`config.mk`:
```
export PLATFORM = sky130hd
export DESIGN_NAME = dm_store_buffer
export DESIGN_NICKNAME = d
export VERILOG_FILES = /design/src/rtl/dm_store_buffer_pkg.sv /design/src/rtl/sb_fwd_match.sv /design/src/rtl/dm_store_buffer.sv
export SDC_FILE = /design/constraint.sdc
export NUM_CORES = 1
export LEC_CHECK = 0
export ABC_CLOCK_PERIOD_IN_PS = 5900
export BUFFER_PORTS_ARGS = -buffer_cell sky130_fd_sc_hd__buf_4
export CORE_MARGIN = 1.5
export CORE_UTILIZATION = 60
export DETAILED_ROUTE_END_ITERATION = 7
export PLACE_DENSITY = 0.82
export RECOVER_POWER = 50
export SLEW_MARGIN = 20
export SYNTH_ARGS = -nofsm -noshare
export SYNTH_HDL_FRONTEND = slang
export SYNTH_SLANG_ARGS = --single-unit
```
`constraint.sdc`:
```
create_clock -name clk -period 5.9 [get_ports clk]
set_input_delay 0.885 -clock clk [delete_from_list [all_inputs] [get_ports clk]]
set_output_delay 0.885 -clock clk [all_outputs]
set_load 0.1 [all_outputs]
```
`src/rtl/dm_store_buffer_pkg.sv`:
```
// Shared sizing constants for the data-memory store buffer.
package dm_store_buffer_pkg;

    localparam int SB_DEPTH = 4;
    localparam int SB_AW    = 8;
    localparam int SB_DW    = 16;

    function automatic int sb_ptr_w(input int depth);
        return $clog2(depth);
    endfunction

endpackage

```
`src/rtl/sb_fwd_match.sv`:
```
// Youngest-match search over the valid store-buffer entries for load forwarding.
module sb_fwd_match
    import dm_store_buffer_pkg::*;
#(
    parameter int DEPTH = SB_DEPTH,
    parameter int AW    = SB_AW,
    parameter int PW    = sb_ptr_w(DEPTH)
) (
    input  logic [AW-1:0] entry_addr [DEPTH],
    input  logic [PW-1:0] head,
    input  logic [PW:0]   count,
    input  logic [AW-1:0] ld_addr,
    output logic          hit,
    output logic [PW-1:0] index
);

    logic [PW-1:0] idx;

    // Walk from oldest to youngest so the last match seen is the youngest.
    always_comb begin
        hit   = 1'b0;
        index = '0;
        idx   = '0;
        for (int i = 0; i < DEPTH; i++) begin
            idx = head + PW'(i);
            if (((PW+1)'(i) < count) && (entry_addr[idx] == ld_addr)) begin
                hit   = 1'b1;
                index = idx;
            end
        end
    end

endmodule

```
`src/rtl/dm_store_buffer.sv`:
```
// In-order store FIFO in front of data memory; retires stores on load-free cycles.
module dm_store_buffer
    import dm_store_buffer_pkg::*;
#(
    parameter int DEPTH = SB_DEPTH,
    parameter int AW    = SB_AW,
    parameter int DW    = SB_DW
) (
    input  logic          clk,
    input  logic          reset_n,
    input  logic          st_valid,
    input  logic [AW-1:0] st_addr,
    input  logic [DW-1:0] st_data,
    output logic          st_ready,
    input  logic          ld_req,
    input  logic [AW-1:0] ld_addr,
    output logic [DW-1:0] ld_data,
    output logic          ld_fwd,
    output logic          empty,
    output logic [AW-1:0] dm_addr,
    output logic [DW-1:0] dm_din,
    output logic          dm_we,
    input  logic [DW-1:0] dm_dout
);

    localparam int PW = sb_ptr_w(DEPTH);
    localparam int CW = PW + 1;

    logic [AW-1:0] addr_q [DEPTH];
    logic [AW-1:0] addr_d [DEPTH];
    logic [DW-1:0] data_q [DEPTH];
    logic [DW-1:0] data_d [DEPTH];
    logic [PW-1:0] head_q, head_d;
    logic [PW-1:0] tail_q, tail_d;
    logic [CW-1:0] count_q, count_d;

    logic          push;
    logic          drain;
    logic          hit;
    logic [PW-1:0] hit_idx;

    assign st_ready = (count_q != CW'(DEPTH));
    assign empty    = (count_q == '0);

    assign push  = st_valid && st_ready;
    assign drain = (count_q != '0) && !ld_req;

    always_comb begin
        addr_d  = addr_q;
        data_d  = data_q;
        head_d  = head_q;
        tail_d  = tail_q;
        count_d = count_q + CW'(push) - CW'(drain);
        if (push) begin
            addr_d[tail_q] = st_addr;
            data_d[tail_q] = st_data;
            tail_d         = tail_q + PW'(1);
        end
        if (drain) begin
            head_d = head_q + PW'(1);
        end
    end

    always_ff @(posedge clk or negedge reset_n) begin
        if (!reset_n) begin
            head_q  <= '0;
            tail_q  <= '0;
            count_q <= '0;
            for (int i = 0; i < DEPTH; i++) begin
                addr_q[i] <= '0;
                data_q[i] <= '0;
            end
        end else begin
            head_q  <= head_d;
            tail_q  <= tail_d;
            count_q <= count_d;
            addr_q  <= addr_d;
            data_q  <= data_d;
        end
    end

    sb_fwd_match #(
        .DEPTH (DEPTH),
        .AW    (AW),
        .PW    (PW)
    ) u_fwd_match (
        .entry_addr (addr_q),
        .head       (head_q),
        .count      (count_q),
        .ld_addr    (ld_addr),
        .hit        (hit),
        .index      (hit_idx)
    );

    // Loads own the DM address port; the head entry is presented otherwise.
    always_comb begin
        dm_we   = drain;
        dm_addr = ld_req ? ld_addr : addr_q[head_q];
        dm_din  = data_q[head_q];
        ld_fwd  = ld_req && hit;
        ld_data = ld_fwd ? data_q[hit_idx] : dm_dout;
    end

endmodule

```
After elaboration in Yosys (flattened, before gate mapping)
Index checks and enable logic that the tools add are counted.

Muxes and demuxes: 34. Equal/unequal tests: 5. Bitwise operators: 6. Reduce and logical (&&, ||, !) cells: 11. $lt $le $gt $ge: 11. Add/subtract/negate cells: 6.

Operators by type and width (count): $mux W16 (6); $mux W8 (10); $bmux W16 S2 (2); $bmux W8 S2 (4); $bwmux W64 (1); $bwmux W32 (1); $demux W16 S2 (1); $eq A8 B8 Y1 (4); $ge A3 B3 Y1 const B (6); $not A2 Y3 (6); $demux W8 S2 (1); $logic_and A1 B1 Y1 (8); $mux W2 (4); $lt A1 B3 Y1 const A (2); $lt A2 B3 Y1 const A (2); $add A2 B1 Y2 const B (2); $add A2 B2 Y2 const B (2); $mux W1 (4); $add A3 B1 Y3 (1); $logic_not A3 Y1 (1); $lt A3 B1 Y1 const B (1); $ne A3 B3 Y1 const B (1); $reduce_bool A3 Y1 (1); $sub A3 B1 Y3 (1); $logic_not A1 Y1 (1).

Flip-flop bits (word level): 103. Output and inout port bits: 44. Bits of input ports: 52.

Longest topological paths before layout
Gate-level depths: netlist of run 1.

Word-level depth: 15. Gate-level depth with buffers: 14. Gate-level depth less buffers: 10.

Modules after synthesis
Synthesis of run 1 repeated with hierarchy kept, for this count alone.

Cells, all modules: 499. Area, all modules: 6910.4 um^2.

Modules (own cells, without submodules): dm_store_buffer (seq. area each 2577.5 um^2, cells an instance 354, area each 5649.2 um^2, instances 1); sb_fwd_match (seq. area each 0.0 um^2, cells an instance 145, area each 1261.2 um^2, instances 1).

Worst setup path before layout of run 1
Ideal clock, no wire load.

Path kind: input-to-output. Start: input ld_addr[7]. End: output ld_data[0]. Buffers on the path: 1. Slack: 0.271 ns. Arrival time: 4.744 ns. Required time: 5.015 ns. Stages on the path: 9. Cell sequence: clkbuf_1 -> xnor2_1 -> nor3_1 -> o2111ai_1 -> nor2_1 -> o31ai_2 -> inv_1 -> nand2_1 -> o211ai_1.

RTL lines: start: declaration (line dm_store_buffer.sv:16) `input logic [AW-1:0] ld_addr,`; $eq A8 B8 Y1 (line sb_fwd_match.sv:26) `if (((PW+1)'(i) < count) && (entry_addr[idx] == ld_addr)) begin`; $logic_and A1 B1 Y1 (line sb_fwd_match.sv:26); $mux W1 (3 in a row) (line sb_fwd_match.sv:26); $mux W1 (*) (line sb_fwd_match.sv:26); $logic_and A1 B1 Y1 (*) (line dm_store_buffer.sv:100) `ld_fwd = ld_req && hit;`; via ld_fwd (line dm_store_buffer.sv:18) `output logic ld_fwd,`; $mux W16 (*) (line dm_store_buffer.sv:101) `ld_data = ld_fwd ? data_q[hit_idx] : dm_dout;`; end: declaration (line dm_store_buffer.sv:17) `output logic [DW-1:0] ld_data,`.

Mark *: on every way through the listed nets, which the timed path passes. The rest lies on a longest branch. The select of a mux whose other input is x is not followed.

Worst setup path after layout of run 1
Start: register head_q[0]. End: output ld_data[14].

Cells in the longest elaborated chain, start to end: 15.

Ends and longest elaborated chain: start: declaration (line dm_store_buffer.sv:33) `logic [PW-1:0] head_q, head_d;`; start signal: assignment (line dm_store_buffer.sv:66) `head_q <= '0;`; start signal: assignment (line dm_store_buffer.sv:74) `head_q <= head_d;`; $add A2 B1 Y2 or $not A2 Y3 (tied branches) (line sb_fwd_match.sv:25, sb_fwd_match.sv:26); $not A2 Y3 (implied by the code) or $bmux W8 S2 (tied branches) (line sb_fwd_match.sv:26); $bmux W8 S2 or $mux W8 (tied branches) (line sb_fwd_match.sv:26); $mux W8 (implied by the code) (line sb_fwd_match.sv:26); $mux W8 (implied by the code) or $eq A8 B8 Y1 (tied branches) (line sb_fwd_match.sv:26); $eq A8 B8 Y1 or $logic_and A1 B1 Y1 (tied branches) (line sb_fwd_match.sv:26); $logic_and A1 B1 Y1 or $mux W2 (tied branches) (line sb_fwd_match.sv:26); $mux W2 (3 in a row) (line sb_fwd_match.sv:26); $not A2 Y3 (implied by the code) (line dm_store_buffer.sv:101); $bmux W16 S2 (line dm_store_buffer.sv:101); $mux W16 (implied by the code) (2 in a row) (line dm_store_buffer.sv:101); $mux W16 (*) (line dm_store_buffer.sv:101).

Every way passes the cells marked *; elsewhere a longest branch is shown, timed or not. The select of a mux whose other input is x is not followed.

==> results summary, run 1 <==
The worst min-delay path endpoint is count_q[0]$_DFF_PN0_. The post-synthesis cell type count came out at 57. The worst hold path class is flop to flop. The depth of the most critical reg-to-reg path is 6. Of all flip-flops after synthesis, the portion carrying an async set or reset was 1.000. The most used flip-flop cell after synthesis is dfrtp_1.

The met3 layer wire length in the routed design is 1235 µm. The initial antenna violation count came out at 0. The synthesized design contains 103 register bits. The sum of met2 wire segment lengths after detailed routing is 9135 µm. The ratio of routed vias to standard cells is ~7. The overall routed net length is approximately 19000 µm. Adding up every negative setup slack in the final design gives 0 ps. The total of max-cap violations came out at 1. The total number of placement rows came out at 40. On the critical path the largest part of the delay comes from compound AO/OA/AOI/OAI gates. The number of hold-repair buffers added at the cts stage came out at 0.

Synthesis handed over a netlist of 632 instances. The flop-to-flop setup slack is between 3000 and 4000 ps. The area of the mapped netlist is approximately 7400 µm². The count of flip-flops with a built-in enable after synthesis is 0.

After layout, the worst setup slack is around 400 ps. The clock tree from TritonCTS is done. Yosys attributes the largest share of cell area to dfrtp_1 (35%), mux2_2 (15%), mux4_2 (11%). After layout, the minimum clock period comes to 5501 ps.

The worst-margin pin slew came out at 2426 ps. The checks that failed: capacitance limit, slew limit. The fill cell total of the finished layout is 867. The total half-perimeter wirelength after legalization and detailed placement is between 10000 and 15000 µm.

The total via count in the routed design is 5788. Clock tree synthesis selected as its root buffer the cell clkbuf_16. The sequential-to-total area share from yosys stat came out at 0.3489. The die covers 12990 µm². The sequential cell area is 2582 µm². The number of nets in the layout came out at 752. The Yosys step of the flow raised 0 warnings.

The tightest slew margin relative to the limit came out at -0.6176. In the global route stage, overall resource usage came out at 0.3008. Along the worst path, the maximum fanout reaches 34. The routed length per placed instance came out at 22.10 µm.

The cell area after layout came out at around 8400 µm². The total DRC errors in the routed layout came out at 0. The footprint of the multi-input gates came out at 4469 µm². The timing-limited maximum frequency is 0.1818 GHz. The wire length of the first global-routing pass came out at 30240 µm. The worst hold path begins at count_q[0]$_DFF_PN0_. The critical path goes through mux4_2 -> xnor2_1 -> nand4_1 -> o21a_1 -> o21ai_2 -> buf_4 -> o221ai_1 -> a22oi_1 -> a31o_1 -> buf_4. The placer congestion estimate came out at 0.9255. The met1 layer wirelength in the final routing came out at about 8000 µm. The number of buffers between clock root and the deepest sink is 2. The area growth from synthesis to final layout came out at 13.68%. Setup repair after global routing left no endpoint under its margin. The clock transition at the registers of the reported paths came out at approximately 80 ps. The layout cell share with drive strength beyond 1 is 0.4210.

The number of optimization iterations in the first detailed-route pass is 6. Synthesis produced a netlist with a net count of 693. The number of top-level pins is 96. The cell occurring most often along the worst timing path is buf_4. The topmost layer with routed signal wires is met4. The overall die height is roughly 110 µm. Summed over all instances, the cell type with the most area after synthesis is dfrtp_1. On the critical path, the stage with the largest delay is an instance of dfrtp_4.

The final period utilization came out at 0.9324. The clock sink count is a little over 100. The antenna diode instance count came out at 0. In this run the remaining antenna-violating nets after routing total 0. The category of the worst setup path capture point is an output port. The standard cell area after detailed placement came out at 8114 µm². The violation count after the first detailed-routing iteration is 447. The buffering stage count on the worst path with inverters included came out at 2. The total congestion overflow came out at 0. The width of the chip came out at 114.0 µm. The data required time of the worst path came out at 5020 ps. The number of pins exceeding their max-slew limit in the final report was 48. The worst register-to-register path ends at data_q[56]$_DFFE_PN0P_. For this run, the slowest stage of the critical path takes 800 ps. The post-cts gate resize count is 0.

The flow ran to the end, but the final reports show violations. The total count of hold-check failures in the final report is 0. The later-pin clock latency in the skew report came out at around 370 ps. The H-tree generated during clock tree synthesis spans 3 levels. The post-synthesis area per instance is 11.69 µm². The total CTS buffers is 9. The critical path is of the flop to output port type. The buffers inserted during post-CTS setup optimization came out at 0. The core region is 12010 µm². The worst register-to-register path begins at count_q[1]$_DFF_PN0_. Setup violations remaining at the end of the flow were counted as 0. The starting density of the core came out at 0.6151.

The worst clock skew came out at 9.063 ps. The worst slack after detailed placement came out at 906.9 ps. The share of Yosys cell area claimed by the top area cell type came out at 0.3489. The worst setup path is launched from a flop. The worst hold path depth is 1. For the worst setup path, the data arrival time is 4620 ps.

The number of port buffers is 95. The pin count of the biggest net entering global routing is 63. The via count of the first global-routing pass is 5786.
## cells by family after synthesis
| family | Yosys count | share of synthesized area |
|---|---|---|
| AOI/OAI and AO/OA | 147 | 0.1739 |
| xor gates and xnor gates | 39 | 0.04623 |
| adders and majority gates | 9 | 0.01626 |
| buffers and inverters | 76 | 0.04826 |
| DFF | 103 | 0.3489 |
| muxes | 175 | 0.3130 |
| and+or+nand+nor | 83 | 0.05351 |
## metrics by stage
step | cells | utilization | hold slack (ps)
floorplan | 632 | - | 497.3
global placement | 827 | 0.6755 | 512.5
CTS | 843 | 0.6998 | 530.2
global route | 843 | 0.6993 | 566.9
detailed placement | 827 | 0.6755 | 528.9
finish | 843 | 0.6993 | 542.1
## cells in the final DEF, fill, tap and decap left out, types with 2 or more instances in the layout
master,synthesis,final
a31o_1,3,3
clkbuf_1,26,2
dfrtp_1,103,101
a32oi_1,2,2
o221a_2,18,18
nor3_1,4,4
inv_6,0,3
o211ai_1,24,24
or2_1,2,2
nor2_1,10,9
a2111o_1,4,4
nand3_1,5,5
mux2i_1,42,42
ha_1,8,8
a21oi_1,12,12
nand4_1,3,3
mux4_2,35,35
o221ai_2,4,4
buf_4,4,108
mux2_2,98,98
and2_1,3,2
inv_1,12,12
a22o_1,13,13
xor2_1,7,7
o221ai_1,36,36
o21a_1,2,2
nand2_1,47,47
nor2b_1,4,4
nor4_2,2,2
o32ai_1,2,2
a2111oi_2,2,2
a211oi_1,8,8
clkbuf_16,0,9
xnor2_1,32,32
## synthesized netlist by cell type (all sizes together) (5+ instances only)
cell type	number
o211ai	24
a211oi	8
nand2	47
mux2i	42
mux2	98
clkbuf	26
nand3	5
a21oi	12
nor2	10
xor2	7
ha	8
buf	36
inv	13
o221a	18
xnor2	32
mux4	35
dfrtp	103
a22o	13
o221ai	40
## layer usage
metal  track usage  vias up
met5             0        -
met4       0.09167        0
met3       0.06695       28
met2        0.4876      227
met1        0.4082     2943
li1              -     2590
## sequential cells by signal, indices dropped and copies added (netlist names)
register / cells
addr_q: 32
data_q: 64
head_q: 2
tail_q: 2
count_q: 3
## worst max path at each step
stage | from | endpoint | slack [ps] | cells past startpoint
after CTS | head_q[0]$_DFFE_PN0P_ | ld_data[14] | 460 | 10
final | head_q[0]$_DFFE_PN0P_ | ld_data[14] | 400 | 10
after detailed placement | head_q[0]$_DFFE_PN0P_ | ld_data[14] | 910 | 10
after global routing | head_q[0]$_DFFE_PN0P_ | ld_data[14] | 130 | 10
after floorplan | ld_addr[7] | ld_data[0] | 270 | 9
after global placement | head_q[0]$_DFFE_PN0P_ | ld_data[3] | 1030 | 10
## area by class of cell
| class | count | share of cell area |
|---|---|---|
| repair buffers | 110 | 0.09757 |
| multi-input cells | 453 | 0.5321 |
| well taps | 147 | 0.02190 |
| inverters | 14 | 0.006257 |
| clock buffers | 10 | 0.02726 |
| clock inverters | 6 | 0.007448 |
| flip-flops and latches | 103 | 0.3075 |
Power of run 1 is left out: the tool's default activity adds up to more than one toggle a clock period on the data nets, which glitch-free logic cannot reach.
==> run 2: changes to the inputs <==
- ABC_AREA: default -> 1
- PLACE_DENSITY: 0.82 -> 0.83
- TNS_END_PERCENT: default -> 30
==> results summary, run 2 <==
The post-cts gate resize count came out at 0 (unchanged). The flow ran to the end, but the final reports show violations. The total DRC errors in the routed layout came to 1 (+1).

The worst hold path class is flop to flop. The via count of the first global-routing pass is 5955 (+2.9%). The flip-flop and latch count after synthesis came out at 103 (unchanged). The placer congestion estimate is 0.8972 (-3.1%). The number of buffers between clock root and the deepest sink is 2 (unchanged). The number of port buffers is 95 (unchanged). The total congestion overflow is 0 (unchanged). The largest register by flop count is data_q. The sequential-to-total area share from yosys stat came out at 0.3811 (+0.03220). The initial antenna violation count came out at 0 (unchanged). Sorting the synthesized cells by how often they occur yields nand2_1 (448), nand3_1 (117), o21ai_0 (110), dfrtp_1 (103), inv_1 (92).

The final reports fail on DRC, capacitance limit, slew limit. Of the total power, registers draw 0.253. In the post-synthesis netlist, the biggest area contributors are dfrtp_1 (38%), nand2_1 (25%), nand3_1 (8.7%). The total via count in the routed design is 6898 (+19%). The clock sink count is 103 (unchanged). The final period utilization is 0.8741 (-0.05835). The violation count after the first detailed-routing iteration is 667 (+49%).

Of the total power, the share spent switching nets is 0.5688. The count of placed standard cells in the final layout, fillers left out came out at 1230 (+46%). The post-synthesis cell type count was 30 (-47%). The number of nets in the layout is 1146 (+52%).

The later-pin clock latency in the skew report is 360 ps (about the same). The leading cell type in the layout, fill and taps excluded is nand2_1. The timing-limited maximum frequency came out at 0.1939 GHz (+6.7%).

The met2 global-route usage came to 0.4772 (-0.01032). The data required time of the worst path is 5020 ps (about the same). The total of max-cap violations was 3 (+2). The number of top-level pins is 96 (unchanged). The remaining antenna violation count came to 0 (unchanged). The number of warnings printed during yosys synthesis came out at 0 (unchanged).

The sum of negative setup slack came to 0 ps (unchanged). The tightest slew margin relative to the limit is -0.8983 (-0.2807). The count of flip-flops with a built-in enable after synthesis is 0 (unchanged). The clock tree from TritonCTS is done. The share of Yosys cell area claimed by the top area cell type is 0.3811 (+0.03220). The starting density of the core came out at 0.6185 (+0.003431). The clock network fraction of design power came out at 0.122. The number of hold-repair buffers added at the cts stage came out at 0 (unchanged).

The antenna diode instance count is 0 (unchanged). The share of power burned in combinational logic is 0.625. The layout cell share with drive strength beyond 1 came out at 0.1220 (-0.2990). The total number of placement rows is 38 (-5.0%). The largest registers in the layout are data_q (64), addr_q (32), count_q (3). The number of optimization iterations in the first detailed-route pass came to 8 (+2). The overall die height was 109.2 µm (-4.2%). The wire length of the first global-routing pass came out at 29120 µm (-3.7%). The layer flagged by global routing as most heavily used is met2. The global-route track usage on met1 is 0.4621 (+0.05388). The fill cell total of the finished layout is 985 (+14%). Among all flip-flop cells after synthesis, the most frequent one is dfrtp_1. The area of the mapped netlist is 6764 µm² (-8.5%). The worst-margin pin slew came out at 2847 ps (+421.0 ps). The number of flip-flops in the largest register is 64 (unchanged).

The total CTS buffers was 9 (unchanged). The fraction of met3 tracks used by global routing was 0.05977 (-0.007177). The overall routed net length came out at 18070 µm (-3.0%).

The cell-internal power came out at between 2 and 2.5 mW. The maximum level of the CTS H-tree came out at 3 (unchanged). The final critical delay including setup and external delays is 5157 ps (-344.3 ps).

The number of pins exceeding their max-slew limit in the final report is 152 (+220%). The largest fanout on the critical path came to 25 (-26%). Setup repair after global routing left no endpoint under its margin.

The reported net switching power came out at roughly 2.9 mW. The worst setup path is launched from a flop. The post-synthesis area per instance came out at 6.605 µm² (-43%). The static leakage came out at approximately 4.2 nW.

The total count of hold-check failures in the final report came out at 0 (unchanged). The worst setup path is captured at an output port. The total power is 5.133 mW.

The most used standard cell by instance count after synthesis is nand2_1. The combined global-route utilization of all metal layers came to 0.3152 (+0.01436). The critical path arrival came out at 4270 ps (-350 ps). The power density over cell area came out at between 600 and 700 nW/µm². The buffers inserted during post-CTS setup optimization came out at 0 (unchanged). The clock transition at the registers of the reported paths came to 70 ps (about the same).

The width of the chip came out at 109.2 µm (-4.2%). The proportion of synthesized flip-flops having asynchronous set or reset is 1.000 (unchanged). In the layout the commonest cells are nand2_1 (449), nand3_1 (117), o21ai_0 (110), dfrtp_1 (103), buf_4 (100).

The final cell utilization of the core was 0.7053 (+0.005992). The cell count after synthesis came out at 1024 (+62%). The synthesized netlist net count was 1085 (+57%). The ratio of routed vias to standard cells was 5.608 (-18%). The core box area was 10940 µm² (-9.0%).

The worst clock skew came out at 9.549 ps (+0.4864 ps). The routed length per placed instance came out at 14.69 µm (-34%). The area of the die came to 11920 µm² (-8.2%). The post-placement cell count is 1214 (+47%). The total half-perimeter wirelength after legalization and detailed placement is 11940 µm (-3.6%). The pin count of the biggest net entering global routing came out at 54 (-14%). The critical path class is flop to output port.

The worst-case IR drop observed on VDD is 0.6630 mV. The final-report setup violation count is 0 (unchanged). The cell accounting for the most synthesized area is dfrtp_1. The area growth from synthesis to final layout came out at 14.02%. Clock tree synthesis selected as its root buffer the cell clkbuf_16.
==> run 2: area by class of cell <==
type / count / area [µm²] / area share
flip-flops and latches: 103 / 2577 / 0.3342
well taps: 140 / 175.2 / 0.02271
multi-input cells: 770 / 3523 / 0.4568
repair buffers: 105 / 770.7 / 0.09994
clock buffers: 11 / 232.7 / 0.03018
clock inverters: 5 / 70.07 / 0.009085
inverters: 96 / 362.8 / 0.04705
==> run 2: kinds of logic after synthesis <==
kind of cell	count (synthesis)	share of synthesized area
XOR/XNOR	6	0.007769
AND/OR/NAND/NOR	601	0.3666
buffers and inverters	151	0.09767
flip-flops	103	0.3811
AO/OA/AOI/OAI	154	0.1291
adder cells (fa/ha/maj)	9	0.01776
==> run 2: final timing paths <==
check,start,cells after the start,end,slack (ps)
max in group asynchronous,reset_n,2,addr_q[28]$_DFFE_PN0P_,2060
hold reg to reg,data_q[1]$_DFFE_PN0P_,2,data_q[1]$_DFFE_PN0P_,490
setup / recovery,head_q[1]$_DFFE_PN0P_,19,ld_data[14],740
setup reg to reg,count_q[1]$_DFF_PN0_,7,addr_q[28]$_DFFE_PN0P_,2810
hold / removal,data_q[1]$_DFFE_PN0P_,2,data_q[1]$_DFFE_PN0P_,490
min in group asynchronous,reset_n,1,tail_q[1]$_DFFE_PN0P_,1440
==> run 2: power groups by stage <==
| stage | logic (mW) | clock network (mW) | registers (mW) |
|---|---|---|---|
| final | 3.21 | 0.625 | 1.30 |
| after global routing | 3.51 | 0.655 | 1.34 |
| after CTS | 3.19 | 0.632 | 1.29 |
| after detailed placement | 3.16 | 0 | 1.29 |
| after global placement | 3.12 | 0 | 1.29 |
| after floorplan | 2.61 | 0 | 1.22 |
==> run 2: critical path: stages (launching register included) <==
cell and delay [ps]:
dfrtp_1 380, inv_1 470, nand2_1 140, nand2_1 620, nand2_1 160, nand3_1 150
nand2_1 60, nor2_1 100, nand3_1 100, nor2_2 210, nor2_1 80, nand2_2 350
buf_4 320, nand3_1 110, nand2_1 100, nand2_1 50, nand2_1 50, nand2_1 80
nand2_1 90, buf_4 280
==> run 2: through the flow <==
stage | area (µm²) | setup WS, ps | hold slack, ps
6_report | 7712 | 742.9 | 487.7
3_3_place_gp | 7430 | 1524 | 465.9
4_1_cts | 7732 | 1030 | 490.1
5_1_grt | 7712 | 404.1 | 511.0
2_1_floorplan | 6764 | 478.0 | 453.0
3_5_place_dp | 7430 | 1443 | 472.7
==> run 2: per-layer routing <==
metal | up-vias | wire (µm)
met3 | 37 | 1477
met1 | 3146 | 8229
met4 | 0 | 309
met2 | 315 | 8050
met5 | - | 0
li1 | 3400 | -
Note: power is estimated with default switching activity, not from simulation.
